===== src/rtl/simon_pkg.sv =====
// simon_pkg: shared types and constants for the Simon Says player-input front end.
package simon_pkg;
  typedef enum logic {IDLE, COLLECT} entry_state_t;
  localparam int KEY_W = 4;
  localparam int NBTN = 16;
  function automatic logic [KEY_W-1:0] lowest_set(input logic [NBTN-1:0] v);
    lowest_set = '0;
    for (int i = NBTN - 1; i >= 0; i--) if (v[i]) lowest_set = KEY_W'(i);
  endfunction
endpackage


===== src/rtl/pb_debounce.sv =====
// pb_debounce: two-flop synchroniser plus whole-vector debouncer for the pushbuttons.
module pb_debounce
  import simon_pkg::*;
#(
  parameter int DEBOUNCE = 16
) (
  input  logic            clk,
  input  logic            rst,
  input  logic [NBTN-1:0] pb,
  output logic [NBTN-1:0] stable
);
  localparam int CW = $clog2(DEBOUNCE + 1);
  logic [NBTN-1:0] sync1_q, sync1_d, sync2_q, sync2_d, cand_q, cand_d, stable_q, stable_d;
  logic [CW-1:0] cnt_q, cnt_d;
  // cand holds the previous synchronised sample, so cnt is the length of the current run of a non-stable value
  always_comb begin
    sync1_d = pb;
    sync2_d = sync1_q;
    cand_d = sync2_q;
    cnt_d = (sync2_q == stable_q) ? '0 :
            (sync2_q != cand_q) ? CW'(1) :
            cnt_q + CW'(cnt_q != CW'(DEBOUNCE));
    stable_d = (sync2_q != stable_q && sync2_q == cand_q && cnt_q == CW'(DEBOUNCE - 1)) ? sync2_q : stable_q;
  end
  always_ff @(posedge clk) begin
    if (rst) begin
      sync1_q <= '0;
      sync2_q <= '0;
      cand_q <= '0;
      stable_q <= '0;
      cnt_q <= '0;
    end else begin
      sync1_q <= sync1_d;
      sync2_q <= sync2_d;
      cand_q <= cand_d;
      stable_q <= stable_d;
      cnt_q <= cnt_d;
    end
  end
  assign stable = stable_q;
endmodule


===== src/rtl/pb_entry.sv =====
// pb_entry: debounced key-press encoder and fixed-length key entry collector for the game FSM.
module pb_entry
  import simon_pkg::*;
#(
  parameter int DEBOUNCE = 16,
  parameter int TIMEOUT = 1000,
  parameter int NDIGITS = 3
) (
  input  logic                           clk,
  input  logic                           rst,
  input  logic [NBTN-1:0]                pb,
  input  logic                           arm,
  output logic [KEY_W*NDIGITS-1:0]       entry,
  output logic [$clog2(NDIGITS+1)-1:0]   nkeys,
  output logic [KEY_W-1:0]               key,
  output logic                           strobe,
  output logic                           done,
  output logic                           timeout,
  output logic                           busy
);
  localparam int NW = $clog2(NDIGITS + 1);
  localparam int TW = $clog2(TIMEOUT + 1);
  logic [NBTN-1:0] stable, prev_q, prev_d;
  logic ev_q, ev_d;
  logic [KEY_W-1:0] code_q, code_d, key_q, key_d;
  entry_state_t state_q, state_d;
  logic [KEY_W*NDIGITS-1:0] entry_q, entry_d;
  logic [NW-1:0] nkeys_q, nkeys_d;
  logic [TW-1:0] timer_q, timer_d;
  logic strobe_q, strobe_d, done_q, done_d, timeout_q, timeout_d;
  pb_debounce #(.DEBOUNCE(DEBOUNCE)) u_debounce (
    .clk   (clk),
    .rst   (rst),
    .pb    (pb),
    .stable(stable)
  );
  always_comb begin
    prev_d = stable;
    ev_d = (|stable) && !(|prev_q);
    code_d = lowest_set(stable);
  end
  // timer restarts at 1 on arm so timeout lands TIMEOUT cycles after the arm cycle itself
  always_comb begin
    state_d = state_q;
    entry_d = entry_q;
    nkeys_d = nkeys_q;
    key_d = key_q;
    timer_d = timer_q + TW'(timer_q != TW'(TIMEOUT));
    strobe_d = 1'b0;
    done_d = 1'b0;
    timeout_d = 1'b0;
    if (arm) begin
      state_d = COLLECT;
      entry_d = '0;
      nkeys_d = '0;
      key_d = '0;
      timer_d = TW'(1);
    end else if (state_q == COLLECT) begin
      if (ev_q) begin
        entry_d[int'(nkeys_q)*KEY_W +: KEY_W] = code_q;
        nkeys_d = nkeys_q + NW'(1);
        key_d = code_q;
        strobe_d = 1'b1;
        timer_d = '0;
        done_d = (nkeys_q == NW'(NDIGITS - 1));
        state_d = done_d ? IDLE : COLLECT;
      end else if (timer_q == TW'(TIMEOUT - 1)) begin
        timeout_d = 1'b1;
        state_d = IDLE;
      end
    end
  end
  always_ff @(posedge clk) begin
    if (rst) begin
      prev_q <= '0;
      ev_q <= 1'b0;
      code_q <= '0;
      state_q <= IDLE;
      entry_q <= '0;
      nkeys_q <= '0;
      key_q <= '0;
      timer_q <= '0;
      strobe_q <= 1'b0;
      done_q <= 1'b0;
      timeout_q <= 1'b0;
    end else begin
      prev_q <= prev_d;
      ev_q <= ev_d;
      code_q <= code_d;
      state_q <= state_d;
      entry_q <= entry_d;
      nkeys_q <= nkeys_d;
      key_q <= key_d;
      timer_q <= timer_d;
      strobe_q <= strobe_d;
      done_q <= done_d;
      timeout_q <= timeout_d;
    end
  end
  assign entry = entry_q;
  assign nkeys = nkeys_q;
  assign key = key_q;
  assign strobe = strobe_q;
  assign done = done_q;
  assign timeout = timeout_q;
  assign busy = (state_q == COLLECT) || done_q || timeout_q;
endmodule

===== config.mk =====
export PLATFORM = sky130hd
export DESIGN_NAME = pb_entry
export DESIGN_NICKNAME = d
export VERILOG_FILES = /design/src/rtl/simon_pkg.sv /design/src/rtl/pb_debounce.sv /design/src/rtl/pb_entry.sv
export SDC_FILE = /design/constraint.sdc
export NUM_CORES = 1
export LEC_CHECK = 0
export CORE_ASPECT_RATIO = 0.7
export CORE_MARGIN = 5
export CORE_UTILIZATION = 40
export DETAILED_ROUTE_END_ITERATION = 10
export PLACE_DENSITY_LB_ADDON = 0.25
export SKIP_CTS_REPAIR_TIMING = 1
export SLEW_MARGIN = 20
export SYNTH_ARGS = -nofsm -noshare
export SYNTH_HDL_FRONTEND = slang
export SYNTH_HIERARCHICAL = 1
export SYNTH_SLANG_ARGS = --single-unit

===== constraint.sdc =====
create_clock -name clk -period 2.17 [get_ports clk]
set_clock_uncertainty 0.05 [all_clocks]
set_input_delay 0.5425 -clock clk [delete_from_list [all_inputs] [get_ports clk]]
set_output_delay 0.5425 -clock clk [all_outputs]
set_load 0.05 [all_outputs]

==> results.sh <==
export IMPL_share_of_cells_above_drive_strength_1_pct=12.0
export IMPL_holdCritPathClass="reg -> reg"
export IMPL_floorplan_initialDensity_pct=40.4
export IMPL_synth_top_family_by_area="simple AND/OR/NAND/NOR gates"
export IMPL_synthCells=448
export IMPL_nets=529
export IMPL_timing_critical_path_cells="clkdlybuf4s50_1"
export IMPL_yosysWarningCount=6
export IMPL_instances_no_fill=667
export IMPL_cts_root_buf="sky130_fd_sc_hd__clkbuf_16"
export IMPL_clock_tree_from_tritoncts="done"
export IMPL_power_per_cell_area_nw_per_um2=909
export IMPL_max_slew_margin_pct=58.1
export IMPL_tritoncts_num_sinks=122
export IMPL_synthSimpleGateAreaFrac_pct=24.4
export IMPL_viasPerCell=4.69
export IMPL_synth_seq_area_share_pct=52.3
export IMPL_total_routing_usage_gr_pct=13.5
export IMPL_antennaDiodeCount=0
export IMPL_multiInputGateArea_um2=2110
export IMPL_finish_instance_area_um2=5890
export IMPL_fillers=1020
export IMPL_cellLeakagePower_nw=2.53
export IMPL_drcViolationCount=0
export IMPL_run_status="completed"
export IMPL_worst_pin_slew_ns=0.629
export IMPL_fin_ws_ns=0.0356
export IMPL_final_antenna_net_count=0
export IMPL_first_global_vias=3065
export IMPL_finalWorstPathRequiredPeriod_ns=2.13
export IMPL_synth_mux_area_fraction_pct=4.66
export IMPL_dp_cells=635
export IMPL_synth_seq_cells=122
export IMPL_clk_transition_reported_paths_ns=0.05
export IMPL_area_growth_pct=26.2
export IMPL_cts_max_path_buffers=2
export IMPL_dieHeight_um=100
export IMPL_dr_total_vias=3131
export IMPL_total_iterations_of_the_first_detailed_routing_run=4
export IMPL_timing_worst_setup_path_type="reg -> out"
export IMPL_antenna_found_initial=0
export IMPL_drt_wl_total_um=8940
export IMPL_yosys_cell_types_count=43
export IMPL_dpl_cell_area_um2=5240
export IMPL_critical_path_peak_fanout=2
export IMPL_grt_overflow=0
export IMPL_ios=41
export IMPL_max_clock_freq_mhz=469
export IMPL_portBuffers=40
export IMPL_rows=33
export IMPL_report_final_setup_viol=0
export IMPL_crit_path_buf_inv_count=1
export IMPL_grt_pass1_wl_um=14900
export IMPL_ir_worst_vdd_v=0.000590
export IMPL_crit_path_top_delay_cell="sky130_fd_sc_hd__clkdlybuf4s50_1"
export IMPL_fin_setup_tns_ns=0
export IMPL_postSynthAreaPerCell_um2=10.4
export IMPL_clk_insertion_delay_late_ns=0.41
export IMPL_syn_area_um2=4670
export IMPL_fin_hold_ws_ns=0.380
export IMPL_synth_xor_xnor_area_share_pct=8.06
export IMPL_compound_gate_fraction_of_synth_area_pct=4.61
export IMPL_grt_start_max_net_pins=91
export IMPL_worstPathRequired_ns=1.58
export IMPL_route_layer_met1_wl_um=4510
export IMPL_die_area_um2=14000
export IMPL_timing_max_transition_violations_final=0
export IMPL_initial_drc_count=183
export IMPL_max_cap_violations=0
export IMPL_timing_final_crit_share_pct=98.4
export IMPL_final_core_utilization_pct=51.0
export IMPL_critPathMaxStageDelay_ns=0.80
export IMPL_floorplan_die_width_um=139
export IMPL_dp_hpwl_um=6180
export IMPL_timing_hold_violations_final=0
export IMPL_cts_inserted_buffers=17
export IMPL_path_delay_family="buffers and inverters"
export IMPL_finalPower_mw=5.36
export IMPL_adder_and_majority_gate_portion_of_the_synthesized_area_pct=3.48
export IMPL_critPathCaptureType="output pin"
export IMPL_cts_htree_levels=4
export IMPL_syn_nets=480
export IMPL_route_met3_wl_um=430
export IMPL_detailedPlace_worstSlack_ns=0.162
export IMPL_met2RoutedLength_um=3900
export IMPL_setup_worst_path_start_class="flop"
export IMPL_crit_arrival_ns=1.54
export IMPL_dr_max_layer_used="met4"
export IMPL_core_um2=11600
export IMPL_gp_routability_congestion=0.777
export IMPL_wl_per_cell_um=13.4
export IMPL_regArea_um2=2440
==> state kept, by name, indices dropped and copies added (netlist names) <==
signal              cells
entry                  12
key                     4
done                    1
ev_q                    1
u_debounce/cand_d      16
u_debounce/stable      16
nkeys                   2
u_debounce/cand_q      16
u_debounce/cnt_q        5
timer_q                10
state_q                 1
strobe                  1
timeout                 1
u_debounce/sync1_q     16
prev_q                 16
code_q                  4
==> synth_stat cells <==
| cell type | n | area, um^2 |
|---|---|---|
| sky130_fd_sc_hd__xnor2_1 | 22 | 193 |
| sky130_fd_sc_hd__nand3b_1 | 1 | 7.51 |
| sky130_fd_sc_hd__mux2_2 | 3 | 33.8 |
| sky130_fd_sc_hd__o21ai_0 | 2 | 10.0 |
| sky130_fd_sc_hd__and3_1 | 3 | 18.8 |
| sky130_fd_sc_hd__and2_1 | 1 | 6.26 |
| sky130_fd_sc_hd__a22oi_1 | 12 | 90.1 |
| sky130_fd_sc_hd__inv_1 | 12 | 45.0 |
| sky130_fd_sc_hd__ha_1 | 13 | 163 |
| sky130_fd_sc_hd__or4_1 | 2 | 15.0 |
| sky130_fd_sc_hd__nand4_2 | 1 | 12.5 |
| sky130_fd_sc_hd__dfxtp_1 | 122 | 2440 |
| sky130_fd_sc_hd__nor2_1 | 43 | 161 |
| sky130_fd_sc_hd__mux2_4 | 10 | 150 |
| sky130_fd_sc_hd__mux2_1 | 3 | 33.8 |
| sky130_fd_sc_hd__xor2_1 | 21 | 184 |
| sky130_fd_sc_hd__a31oi_1 | 1 | 6.26 |
| sky130_fd_sc_hd__nor4_1 | 6 | 37.5 |
| sky130_fd_sc_hd__nand4_1 | 6 | 37.5 |
| sky130_fd_sc_hd__o32a_1 | 1 | 10.0 |
| sky130_fd_sc_hd__o21ai_1 | 1 | 5.00 |
| sky130_fd_sc_hd__nand3_1 | 11 | 55.1 |
| sky130_fd_sc_hd__o22ai_1 | 1 | 6.26 |
| sky130_fd_sc_hd__buf_12 | 1 | 20.0 |
| sky130_fd_sc_hd__buf_1 | 1 | 3.75 |
| sky130_fd_sc_hd__a21oi_1 | 11 | 55.1 |
| sky130_fd_sc_hd__nor2b_1 | 77 | 482 |
| sky130_fd_sc_hd__nor3_4 | 1 | 16.3 |
| sky130_fd_sc_hd__a41oi_1 | 1 | 8.76 |
| sky130_fd_sc_hd__and4_1 | 1 | 8.76 |
| sky130_fd_sc_hd__nor4_4 | 2 | 42.5 |
| sky130_fd_sc_hd__nand4b_1 | 2 | 17.5 |
| sky130_fd_sc_hd__buf_2 | 2 | 10.0 |
| sky130_fd_sc_hd__or2_1 | 1 | 6.26 |
| sky130_fd_sc_hd__o31a_1 | 1 | 8.76 |
| sky130_fd_sc_hd__nor3_1 | 4 | 20.0 |
| sky130_fd_sc_hd__o31ai_1 | 2 | 15.0 |
| sky130_fd_sc_hd__nand2_1 | 23 | 86.3 |
| sky130_fd_sc_hd__or3_1 | 3 | 18.8 |
| sky130_fd_sc_hd__nor4b_2 | 3 | 45.0 |
| sky130_fd_sc_hd__clkbuf_1 | 10 | 37.5 |
| sky130_fd_sc_hd__nor4_2 | 3 | 37.5 |
| sky130_fd_sc_hd__nor3b_1 | 1 | 7.51 |
==> layout make-up <==
type                    instances  area share (%)
clock buffers                  21            7.98
flip-flops and latches        122            41.4
well taps                     157            3.33
multi-input cells             300            35.8
inverters                      12           0.764
clock inverters                11            2.42
repair buffers                 44            8.24
==> path summary, 6_finish.rpt <==
path	from	to	slack, ns	cells after the start
worst max-delay path	entry[2]	entry[2]	0.04	1
worst min-delay path	u_debounce/sync1_q[12]	u_debounce/cand_d[12]	0.38	1
worst max register to register	u_debounce/cand_d[2]	u_debounce/stable[2]	0.20	6
worst min register to register	u_debounce/sync1_q[12]	u_debounce/cand_d[12]	0.38	1
==> cell families (layout without fill, tap and decap cells) <==
group	Yosys count	after routing
and+or+nand+nor	195	195
DFF	122	122
xor gates and xnor gates	43	43
AOI/OAI and AO/OA	33	33
buffers and inverters	26	88
muxes	16	16
adders and majority gates	13	13
==> where the power goes <==
part,internal (mW),switching (mW),leakage (nW),total [mW]
sequential,2.28,0.0286,0.992,2.31
combinational,0.0967,0.0989,1.24,0.196
clock,1.89,0.959,0.299,2.85
==> metal layers <==
| layer | track usage, % | up-vias |
|---|---|---|
| li1 | - | 1601 |
| met1 | 18.1 | 1454 |
| met2 | 19.7 | 65 |
| met3 | 4.95 | 11 |
| met4 | 5.79 | 0 |
| met5 | 0 | - |
==> layout by cell type, fill, tap and decap left out, types with 4 or more instances in the layout <==
cell and n:
sky130_fd_sc_hd__a22oi_1 12, sky130_fd_sc_hd__xnor2_1 22, sky130_fd_sc_hd__ha_1 13, sky130_fd_sc_hd__clkdlybuf4s50_1 21, sky130_fd_sc_hd__nand3_1 11, sky130_fd_sc_hd__nor3_1 4, sky130_fd_sc_hd__xor2_1 21, sky130_fd_sc_hd__a21oi_1 11
sky130_fd_sc_hd__clkinv_2 4, sky130_fd_sc_hd__clkbuf_16 17, sky130_fd_sc_hd__dfxtp_1 122, sky130_fd_sc_hd__nand2_1 23, sky130_fd_sc_hd__nor4_1 6, sky130_fd_sc_hd__inv_1 12, sky130_fd_sc_hd__mux2_4 10, sky130_fd_sc_hd__dlymetal6s2s_1 16
sky130_fd_sc_hd__buf_4 4, sky130_fd_sc_hd__nor2b_1 77, sky130_fd_sc_hd__nand4_1 6, sky130_fd_sc_hd__nor2_1 43
(Power assumes the default switching activity.)
